**src/rtl/dmx_pkg.sv**
```systemverilog
// Shared types and constants for the DMX512 slot receiver.
// Frame and UART state enums live here so the top and the UART agree.
package dmx_pkg;

    localparam int DMX_MAX_SLOTS = 512;
    localparam logic [7:0] DMX_NULL_START_CODE = 8'h00;

    typedef enum logic [1:0] {
        F_IDLE,
        F_START,
        F_SLOTS
    } frame_state_e;

    typedef enum logic [2:0] {
        U_IDLE,
        U_START,
        U_DATA,
        U_STOP1,
        U_STOP2
    } uart_state_e;

endpackage

```
**src/rtl/dmx_slot_receiver_if.sv**
```systemverilog
// Slot-buffer write bus of the DMX receiver.
// The receiver drives it through master; the buffer listens through slave.
interface dmx_slot_receiver_if;

    logic       wr_en;
    logic [8:0] wr_addr;
    logic [7:0] wr_data;

    modport master (output wr_en, output wr_addr, output wr_data);
    modport slave  (input  wr_en, input  wr_addr, input  wr_data);

endinterface

```
**src/rtl/dmx_uart_rx.sv**
```systemverilog
// 8N2 receiver for the DMX line: two-flop sync, mid-bit sampling, stop check.
// byte_valid_o or frame_err_o pulses one cycle after the second stop sample.
module dmx_uart_rx
    import dmx_pkg::*;
#(
    parameter int BIT_CYCLES = 80
) (
    input  logic       clk,
    input  logic       rst,
    input  logic       rx_in,
    output logic [7:0] byte_o,
    output logic       byte_valid_o,
    output logic       frame_err_o
);

    localparam int HALF = (BIT_CYCLES / 2 > 0) ? BIT_CYCLES / 2 : 1;
    localparam logic [15:0] HALF_END = 16'(HALF - 1);
    localparam logic [15:0] BIT_END  = 16'(BIT_CYCLES - 1);

    uart_state_e state_q, state_d;
    logic        s1_q, s2_q, prev_q;
    logic [15:0] cnt_q, cnt_d;
    logic [2:0]  bitn_q, bitn_d;
    logic [7:0]  sh_q, sh_d;
    logic        err_q, err_d;
    logic        bv_q, bv_d;
    logic        fe_q, fe_d;

    always_ff @(posedge clk or posedge rst) begin
        if (rst) begin
            s1_q    <= 1'b1;
            s2_q    <= 1'b1;
            prev_q  <= 1'b1;
            state_q <= U_IDLE;
            cnt_q   <= '0;
            bitn_q  <= '0;
            sh_q    <= '0;
            err_q   <= 1'b0;
            bv_q    <= 1'b0;
            fe_q    <= 1'b0;
        end else begin
            s1_q    <= rx_in;
            s2_q    <= s1_q;
            prev_q  <= s2_q;
            state_q <= state_d;
            cnt_q   <= cnt_d;
            bitn_q  <= bitn_d;
            sh_q    <= sh_d;
            err_q   <= err_d;
            bv_q    <= bv_d;
            fe_q    <= fe_d;
        end
    end

    always_comb begin
        state_d = state_q;
        cnt_d   = cnt_q + 16'd1;
        bitn_d  = bitn_q;
        sh_d    = sh_q;
        err_d   = err_q;
        bv_d    = 1'b0;
        fe_d    = 1'b0;
        unique case (state_q)
            U_IDLE: begin
                cnt_d = '0;
                if (prev_q && !s2_q) state_d = U_START;
            end
            U_START: begin
                if (cnt_q == HALF_END) begin
                    cnt_d   = '0;
                    bitn_d  = '0;
                    err_d   = 1'b0;
                    state_d = s2_q ? U_IDLE : U_DATA;
                end
            end
            U_DATA: begin
                if (cnt_q == BIT_END) begin
                    cnt_d  = '0;
                    sh_d   = {s2_q, sh_q[7:1]};
                    bitn_d = bitn_q + 3'd1;
                    if (bitn_q == 3'd7) state_d = U_STOP1;
                end
            end
            U_STOP1: begin
                if (cnt_q == BIT_END) begin
                    cnt_d   = '0;
                    err_d   = !s2_q;
                    state_d = U_STOP2;
                end
            end
            U_STOP2: begin
                if (cnt_q == BIT_END) begin
                    cnt_d   = '0;
                    fe_d    = err_q | !s2_q;
                    bv_d    = !(err_q | !s2_q);
                    state_d = U_IDLE;
                end
            end
            default: state_d = U_IDLE;
        endcase
    end

    assign byte_o       = sh_q;
    assign byte_valid_o = bv_q;
    assign frame_err_o  = fe_q;

endmodule

```
**src/rtl/dmx_slot_receiver.sv**
```systemverilog
// DMX512 slot receiver: start code capture and slot-buffer writes per frame.
// Define DMX_RX_START_CODE_FILTER_EN to accept only the null start code.
module dmx_slot_receiver
    import dmx_pkg::*;
#(
    parameter int CLK_FREQ  = 20_000_000,
    parameter int BAUD      = 250_000,
    parameter int MAX_SLOTS = DMX_MAX_SLOTS
) (
    input  logic                 clk,
    input  logic                 rst,
    input  logic                 rx_in,
    input  logic                 break_valid,
    dmx_slot_receiver_if.master  wr,
    output logic [7:0]           start_code,
    output logic                 frame_done,
    output logic [9:0]           slot_count,
    output logic                 frame_err
);

    localparam int BIT_CYCLES = CLK_FREQ / BAUD;
    localparam logic [9:0] MAX_L = 10'(MAX_SLOTS);

    logic [7:0] rx_byte;
    logic       byte_valid;
    logic       uart_err;

    dmx_uart_rx #(.BIT_CYCLES(BIT_CYCLES)) u_uart (
        .clk         (clk),
        .rst         (rst),
        .rx_in       (rx_in),
        .byte_o      (rx_byte),
        .byte_valid_o(byte_valid),
        .frame_err_o (uart_err)
    );

    frame_state_e state_q, state_d;
    logic [9:0]   idx_q, idx_d;
    logic [7:0]   sc_q, sc_d;
    logic [9:0]   cnt_q, cnt_d;
    logic         wr_en_q, wr_en_d;
    logic [8:0]   addr_q, addr_d;
    logic [7:0]   data_q, data_d;
    logic         done_q, done_d;

    always_ff @(posedge clk or posedge rst) begin
        if (rst) begin
            state_q <= F_IDLE;
            idx_q   <= '0;
            sc_q    <= '0;
            cnt_q   <= '0;
            wr_en_q <= 1'b0;
            addr_q  <= '0;
            data_q  <= '0;
            done_q  <= 1'b0;
        end else begin
            state_q <= state_d;
            idx_q   <= idx_d;
            sc_q    <= sc_d;
            cnt_q   <= cnt_d;
            wr_en_q <= wr_en_d;
            addr_q  <= addr_d;
            data_q  <= data_d;
            done_q  <= done_d;
        end
    end

    always_comb begin
        state_d = state_q;
        idx_d   = idx_q;
        sc_d    = sc_q;
        cnt_d   = cnt_q;
        wr_en_d = 1'b0;
        addr_d  = addr_q;
        data_d  = data_q;
        done_d  = 1'b0;
        // A break outranks a coincident byte, which is then dropped.
        if (break_valid) begin
            if (state_q == F_SLOTS && idx_q != '0) begin
                done_d = 1'b1;
                cnt_d  = idx_q;
            end
            idx_d   = '0;
            state_d = F_START;
        end else if (uart_err) begin
            if (state_q != F_IDLE) state_d = F_IDLE;
        end else if (byte_valid) begin
            unique case (state_q)
                F_START: begin
                    sc_d    = rx_byte;
                    idx_d   = '0;
`ifdef DMX_RX_START_CODE_FILTER_EN
                    state_d = (rx_byte == DMX_NULL_START_CODE) ? F_SLOTS : F_IDLE;
`else
                    state_d = F_SLOTS;
`endif
                end
                F_SLOTS: begin
                    wr_en_d = 1'b1;
                    addr_d  = idx_q[8:0];
                    data_d  = rx_byte;
                    idx_d   = idx_q + 10'd1;
                    if (idx_q + 10'd1 == MAX_L) begin
                        done_d  = 1'b1;
                        cnt_d   = MAX_L;
                        state_d = F_IDLE;
                    end
                end
                default: state_d = state_q;
            endcase
        end
    end

    assign wr.wr_en   = wr_en_q;
    assign wr.wr_addr = addr_q;
    assign wr.wr_data = data_q;
    assign start_code = sc_q;
    assign frame_done = done_q;
    assign slot_count = cnt_q;
    assign frame_err  = uart_err;

endmodule

```
**src/flat_wrapper.sv**
```systemverilog
// flat-port wrapper written by rule: the top's interface ports become plain ports
module dmx_slot_receiver_flat import dmx_pkg::*;
#(
    parameter int CLK_FREQ  = 20_000_000,
    parameter int BAUD      = 250_000,
    parameter int MAX_SLOTS = DMX_MAX_SLOTS
)
  (clk, rst, rx_in, break_valid, start_code, frame_done, slot_count, frame_err, wr_wr_en, wr_wr_addr, wr_wr_data);
  dmx_slot_receiver_if wr_i ();
  input  logic clk;
  input  logic rst;
  input  logic rx_in;
  input  logic break_valid;
  output logic [7:0] start_code;
  output logic frame_done;
  output logic [9:0] slot_count;
  output logic frame_err;
  output wire logic [$bits(wr_i.wr_en)-1:0] wr_wr_en;
  output wire logic [$bits(wr_i.wr_addr)-1:0] wr_wr_addr;
  output wire logic [$bits(wr_i.wr_data)-1:0] wr_wr_data;
  assign wr_wr_en = wr_i.wr_en;
  assign wr_wr_addr = wr_i.wr_addr;
  assign wr_wr_data = wr_i.wr_data;
  dmx_slot_receiver #(.CLK_FREQ(CLK_FREQ), .BAUD(BAUD), .MAX_SLOTS(MAX_SLOTS)) u_core (.clk(clk), .rst(rst), .rx_in(rx_in), .break_valid(break_valid), .wr(wr_i), .start_code(start_code), .frame_done(frame_done), .slot_count(slot_count), .frame_err(frame_err));
endmodule
```
**config.mk**
```make
export PLATFORM = sky130hd
export DESIGN_NAME = dmx_slot_receiver_flat
export DESIGN_NICKNAME = d
export VERILOG_FILES = /design/src/rtl/dmx_pkg.sv /design/src/rtl/dmx_slot_receiver_if.sv /design/src/rtl/dmx_uart_rx.sv /design/src/rtl/dmx_slot_receiver.sv /design/src/flat_wrapper.sv
export SDC_FILE = /design/constraint.sdc
export NUM_CORES = 1
export LEC_CHECK = 0
export BUFFER_PORTS_ARGS = -buffer_cell sky130_fd_sc_hd__buf_4
export CAP_MARGIN = 20
export CORE_ASPECT_RATIO = 1.4
export CORE_MARGIN = 3
export CORE_UTILIZATION = 60
export DETAILED_ROUTE_END_ITERATION = 10
export GPL_TIMING_DRIVEN = 0
export MAX_ROUTING_LAYER = met4
export PLACE_DENSITY = 0.92
export SETUP_SLACK_MARGIN = 0.3
export SLEW_MARGIN = 20
export SYNTH_ARGS = -nofsm -noshare
export SYNTH_HDL_FRONTEND = slang
export SYNTH_HIERARCHICAL = 1
export SYNTH_SLANG_ARGS = --single-unit
```
**constraint.sdc**
```tcl
create_clock -name clk -period 3.8 [get_ports clk]
set_input_delay 0.19 -clock clk [delete_from_list [all_inputs] [get_ports clk]]
set_output_delay 0.19 -clock clk [all_outputs]
set_load 0.1 [all_outputs]
```
==> results of run 1 <==
[cells by family (layout without fill, tap and decap cells)]
group / Yosys count / count (layout)
AO/OA/AOI/OAI: 56 / 56
XOR/XNOR: 15 / 15
adder cells (fa/ha/maj): 9 / 9
buffers and inverters: 33 / 93
flip-flops: 85 / 85
multiplexers: 17 / 17
AND/OR/NAND/NOR: 162 / 162
[routing by layer]
| metal | global-route usage (%) | up-vias | part of all wire [%] |
|---|---|---|---|
| met3 | 5.06 | 29 | 5.6 |
| met1 | 26.1 | 1482 | 37 |
| met4 | 13.7 | 0 | 3.4 |
| met5 | - | - | 0 |
| li1 | - | 1424 | - |
| met2 | 43.6 | 123 | 54 |
[cells in the mapped netlist (2+ instances only)]
cell | count | area, µm²
dfrtp_1 | 82 | 2050
nand2_1 | 67 | 251
nor2_1 | 31 | 116
mux2_2 | 17 | 191
nand3_1 | 17 | 85.1
o21ai_0 | 16 | 80.1
inv_1 | 14 | 52.6
clkbuf_1 | 9 | 33.8
ha_1 | 9 | 113
xnor2_1 | 9 | 78.8
a21oi_1 | 8 | 40.0
nand4_1 | 7 | 43.8
a32o_1 | 6 | 60.1
xor2_1 | 6 | 52.6
and3_1 | 5 | 31.3
buf_4 | 5 | 37.5
a22o_1 | 4 | 35.0
a31oi_1 | 4 | 25.0
buf_2 | 4 | 20.0
nor2b_1 | 4 | 25.0
nor3_1 | 4 | 20.0
nor4_1 | 4 | 25.0
a211oi_1 | 3 | 22.5
and4_1 | 3 | 26.3
dfstp_2 | 3 | 78.8
nor3b_1 | 3 | 22.5
a22oi_1 | 2 | 15.0
a31o_2 | 2 | 17.5
o31ai_1 | 2 | 15.0
or4b_1 | 2 | 20.0
[worst min path at each step]
stage,startpoint,to,slack [ns],depth (start not counted)
after CTS,break_valid,u_core/idx_q[4],0.31,4
after global placement,rx_in,u_core/u_uart/s1_q,0.30,1
after detailed placement,rst,u_core/state_q[1],0.25,2
final,break_valid,u_core/idx_q[4],0.33,4
after global routing,break_valid,u_core/idx_q[4],0.35,4
after floorplan,rx_in,u_core/u_uart/s1_q,0.19,0
[flip-flops by register name, indices dropped and copies added, names as in the netlist]
signal and count:
u_core/frame_done 1, u_core/idx_q 10, u_core/slot_count 10, u_core/start_code 8, u_core/state_q 2, u_core/u_uart/bitn_q 3, u_core/u_uart/byte_o 8, u_core/u_uart/byte_valid_o 1
u_core/u_uart/cnt_q 16, u_core/u_uart/err_q 1, u_core/u_uart/frame_err_o 1, u_core/u_uart/prev_q 1, u_core/u_uart/s1_q 1, u_core/u_uart/s2_q 1, u_core/u_uart/state_q 3, u_core/wr.wr_addr 9
u_core/wr.wr_data 8, u_core/wr.wr_en 1
[metrics by stage]
step | cells | util [%] | worst slack (ns)
floorplan | 377 | - | 1.60
global placement | 490 | 68.9 | 1.36
detailed placement | 491 | 69.2 | 1.31
CTS | 509 | 73.1 | 1.28
global route | 509 | 73.1 | 1.04
finish | 509 | 73.1 | 1.20
[power by group]
part	total, mW	switching [mW]	internal (mW)
clock	0.709	0.318	0.391
sequential	0.942	0.0173	0.924
combinational	0.165	0.107	0.0579
[critical path: stages (launching register included)]
cell and delay, ns:
dfrtp_1 0.40, ha_1 0.31, and4_1 0.23, buf_4 0.15, o221ai_2 0.11, a222oi_1 0.66, a31oi_1 0.20, buf_4 0.23
a32o_1 0.21
[placed cells by master, fill, tap and decap left out, types with 3 or more instances in the layout]
cell,n
clkbuf_8,10
xor2_1,6
nor4_1,4
nor2_1,31
a32o_1,6
o21ai_0,16
a21oi_1,8
a22o_1,4
nand2_1,67
dfrtp_1,82
ha_1,9
and3_1,5
a31oi_1,4
dfstp_2,3
nor3_1,4
nor3b_1,3
nor2b_1,4
clkbuf_1,10
inv_1,12
nand3_1,17
mux2_2,17
buf_2,4
nand4_1,7
xnor2_1,9
and4_1,3
a211oi_1,3
buf_4,46
[area by class of cell]
type	count	area [µm²]
inverter	14	52.6
sequential	85	2130
multi-input combinational	259	1630
clock buffer	11	141
buffer	19	103
fill	433	1680
clock inverter	5	82.6
timing repair buffer	44	348
tap	72	90.1
[timing repair]
item | CTS | global route
gates resized for setup | 0 | 0
endpoints found under the hold margin | 24 | 0
hold buffers | 2 | 0
==> results.yml, run 1 <==
run_status:
  outcome: "finished with violations"
  violations: "design-rule violations"
sta:
  setup_violations: 0
  fin_crit_ns: 2.60
  timing.slew.headroom_pct: 48.3
  slew_viol_final: 0
  finClkSkew_ns: 0.0105
  finalSetupTns_ns: 0
  hold_viol_final: 0
  rsz0062_at_grt: "no"
  fin_hold_ws_ns: 0.333
  period_share_pct: 68.4
  fmax_mhz: 384
  tightestPinTransition_ns: 0.776
logic_synthesis:
  synth_edf_count: 0
  syn_inst: 377
  synth-async-reset-ratio_pct: 100
  synth.distinct_cells: 55
  yosys.area_share.adder_pct: 2.88
  synth_top_family_by_area: "simple AND/OR/NAND/NOR gates"
  synth_mux_area_share_pct: 4.89
  synthFlopType: "dfrtp_1"
  syn_nets: 390
  synthSimpleGateAreaFrac_pct: 20.4
  mappedNetlistArea_um2: 3910
  postSynthAreaPerCell_um2: 10.4
  ys_warn_count: 6
  ys_ff_latch: 85
  synth-compound-area-share_pct: 10.0
  yosysSeqAreaShare_pct: 54.5
  synth_xor_area_share_pct: 3.36
finish:
  synthToLayoutAreaGrowth_pct: 16.9
  drive_gt1_share_pct: 23.1
  nets: 445
  antennaDiodeCount: 0
  fin_area_um2: 4570
clocking:
  worstSkewPairLatency_ns: 0.35
  root_buffer: "clkbuf_8"
  ctsHtreeMaxLevel: 3
  cts.sinks: 85
  clkTransAtPathRegs_ns: 0.09
  clk_path_buf_depth: 2
  cts_tree: "built"
  numCtsBuffers: 9
  postCtsSetupBuffers: 0
route:
  drc: 1
  drt_first_pass_iters: 8
  viasPerCell: 6.01
  postRouteAntennaNets: 0
  routed_wirelength_um: 8470
  vias: 3058
  routedWlPerCell_um: 16.6
  drt-initial-drc-count: 417
global_routing:
  grt_usage_pct: 25.2
  grt_start_max_net_pins: 37
  grt_pass1_vias: 3167
  grt_first_pass_wirelength_um: 14200
  overflow: 0
  antenna_found_initial: 0
worst_hold_path:
  hp-class: "in -> reg"
setup_path:
  reg2reg_from: "u_core/idx_q[0]"
  critPathLaunchType: "flop"
  r2r_cells: 8
  startpoint: "u_core/idx_q[0]"
  endpoint: "u_core/slot_count[4]"
  rrSetupSlack_ns: 1.20
  arrival_ns: 2.84
  endpoint_kind: "flop"
  path_class: "reg -> reg"
  cp_data_required_time_ns: 4.04
  rr_endpoint: "u_core/slot_count[4]"
  worstPathMaxFanout: 10
placed_design:
  place_hpwl_um: 6000
  gp_congestion: 0.881
  post_dp_cell_area_um2: 4330
  io_buffer_count: 41
floorplanning:
  ioPinCount: 42
  row_count: 34
  core-area_um2: 6250
  start_util_pct: 62.5
  die_w_um: 74.2
  die_h_um: 102
  dieArea_um2: 7540
pwr:
  p_per_area_nw_per_um2: 397
  ir_worst_vdd_mv: 0.344
  p_total_mw: 1.82
  p_leak_nw: 2.29
job:
  drv_cap: 0
Note: power is estimated with default switching activity, not from simulation.
==> run 2: changes to the inputs <==
Settings changed: CORE_UTILIZATION 60 to 53, PLACE_DENSITY 0.92 to 0.87.
Clock period 3.8 ns to 2.3 ns, I/O delays scaled along.
==> run 2 against run 1 <==
Compared with the run above:
- worst hold slack lost 0.18 ns
- critical endpoint is now u_core/slot_count[7]
- setup slack lost 1.1 ns
- the run now ends clean
- flip-flop and latch count is the same
- final cell count grew 9.4%
- sequential power grew 66%
==> results.yml, run 2 (synthesis results as in run 1) <==
global_routing:
  grt_pass1_vias: 3159
  overflow: 0
  antenna_found_initial: 0
  grt_first_pass_wirelength_um: 14900
  grt_usage_pct: 23.3
  grt_start_max_net_pins: 37
clocking:
  worstSkewPairLatency_ns: 0.36
  root_buffer: "clkbuf_8"
  cts.sinks: 85
  cts_tree: "built"
  clkTransAtPathRegs_ns: 0.09
  ctsHtreeMaxLevel: 3
  clk_path_buf_depth: 2
  numCtsBuffers: 9
finish:
  fillers: 478
  drive_gt1_share_pct: 35.5
  nets: 470
  final_cells: 557
  top_register: "u_core/u_uart/cnt_q"
  fin_util_pct: 70.8
  antennaDiodeCount: 0
  synthToLayoutAreaGrowth_pct: 28.0
  final_cell_mix: "80 x dfrtp_1, 66 x nand2_1, 64 x buf_4"
  layout_commonest_cell: "dfrtp_1"
  largest_register_ffs: 16
worst_hold_path:
  hp-class: "in -> reg"
route:
  routed_wirelength_um: 9620
  drc: 0
  postRouteAntennaNets: 0
  viasPerCell: 5.86
  vias: 3262
  drt_first_pass_iters: 6
  routedWlPerCell_um: 17.3
  drt-initial-drc-count: 220
pwr:
  internal_power_mw: 2.22
  pwr-share-seq_pct: 50.6
  p_leak_nw: 2.44
  combinationalPowerShare_pct: 15.0
  p_sw_mw: 0.860
  pwr-share-clk_pct: 34.4
  ir_worst_vdd_mv: 0.456
  sw_frac_of_total_pct: 27.9
  p_per_area_nw_per_um2: 616
  p_total_mw: 3.08
floorplanning:
  start_util_pct: 55.3
  dieArea_um2: 8460
  die_h_um: 108
  core-area_um2: 7070
  die_w_um: 78.6
  row_count: 36
  ioPinCount: 42
setup_path:
  critPathLaunchType: "flop"
  path_cells: "ha_4 -> a31oi_2 -> o221ai_2 -> a222oi_1 -> buf_4 -> a31oi_4 -> buf_6 -> a32o_1"
  endpoint_kind: "flop"
  path_class: "reg -> reg"
  critPathMaxStageDelay_ns: 0.43
  cp_data_required_time_ns: 2.55
  cpMaxStageDelayCell: "dfrtp_1"
  worstPathMaxFanout: 5
  arrival_ns: 2.41
sta:
  period_share_pct: 94.0
  timing.slew.headroom_pct: 51.4
  fmax_mhz: 462
  slew_viol_final: 0
  rsz0062_at_grt: "yes"
  fin_crit_ns: 2.16
  finalSetupTns_ns: 0
  tightestPinTransition_ns: 0.728
  hold_viol_final: 0
  finClkSkew_ns: 0.0126
  setup_violations: 0
job:
  drv_cap: 0
run_status:
  outcome: "complete, no violations"
placed_design:
  placed_cells: 514
  place_hpwl_um: 5880
  gp_congestion: 0.974
  io_buffer_count: 41
run 2: cell count changes in the layout (fill, tap and decap cells not counted), sizes merged:
cell,change
inv,-1
clkbuf,-1
buf,+24
bufinv,-1
clkinvlp,+5
clkinv,-1
run 2: metrics by stage:
stage / setup slack [ns] / hold slack [ns] / area (µm²)
final: 0.137 / 0.148 / 5010
after global routing: 0.105 / 0.158 / 5010
after CTS: 0.202 / 0.123 / 4850
after detailed placement: -0.0527 / 0.121 / 4390
after global placement: -0.0455 / 0.223 / 4370
after floorplan: 0.150 / 0.119 / 3950
run 2: what timing repair did:
action / CTS / global route
setup buffers: 18 / 5
cloned: 1 / 1
hold buffers: 2 / 0
pin swaps: 14 / 8
hold endpoints to repair: 48 / 0
setup endpoints to repair: 59 / 61
resized for setup: 21 / 36
run 2: path summary, 6_finish.rpt:
kind | from | to | slack, ns | depth (start not counted)
max | u_core/idx_q[1] | u_core/slot_count[7] | 0.14 | 8
min | break_valid | u_core/idx_q[4] | 0.15 | 4
max reg2reg | u_core/idx_q[1] | u_core/slot_count[7] | 0.14 | 8
min reg2reg | u_core/u_uart/s1_q | u_core/u_uart/s2_q | 0.36 | 0
max in group asynchronous | rst | u_core/u_uart/frame_err_o | 1.34 | 3
min in group asynchronous | rst | u_core/state_q[0] | 0.29 | 3
run 2: final cells by class:
| cell class | count | area [µm²] | share of cell area (%) |
|---|---|---|---|
| repair buffers | 69 | 551 | 11.0 |
| plain buffers | 19 | 129 | 2.57 |
| well taps | 95 | 119 | 2.37 |
| flip-flops and latches | 85 | 2130 | 42.6 |
| inverters | 14 | 52.6 | 1.05 |
| multi-input cells | 259 | 1820 | 36.4 |
| clock buffers | 9 | 124 | 2.47 |
| clock inverters | 7 | 76.3 | 1.52 |
run 2: power groups by stage:
| stage | clock [mW] | combinational [mW] | sequential (mW) |
|---|---|---|---|
| 6_report | 1.06 | 0.463 | 1.56 |
| 3_5_place_dp | 0 | 0.286 | 1.58 |
| 4_1_cts | 1.08 | 0.332 | 1.56 |
| 5_1_grt | 1.15 | 0.505 | 1.56 |
| 3_3_place_gp | 0 | 0.267 | 1.58 |
| 2_1_floorplan | 0 | 0.221 | 1.58 |
run 2: worst max-delay path, delay by kind of cell, from the launching register on:
family          cells  cell delay [ns]
compound gates      5             1.06
fa+ha+maj           1             0.20
buf+inv             2             0.36
flops               1             0.43
run 2: metal layers:
layer  vias up  track usage [%]  share of wire [%]
met5         -                -                  0
met4         0             11.1                2.8
met3        35             4.44                6.4
met2       157             40.3                 55
met1      1598             25.8                 36
li1       1472                -                  -
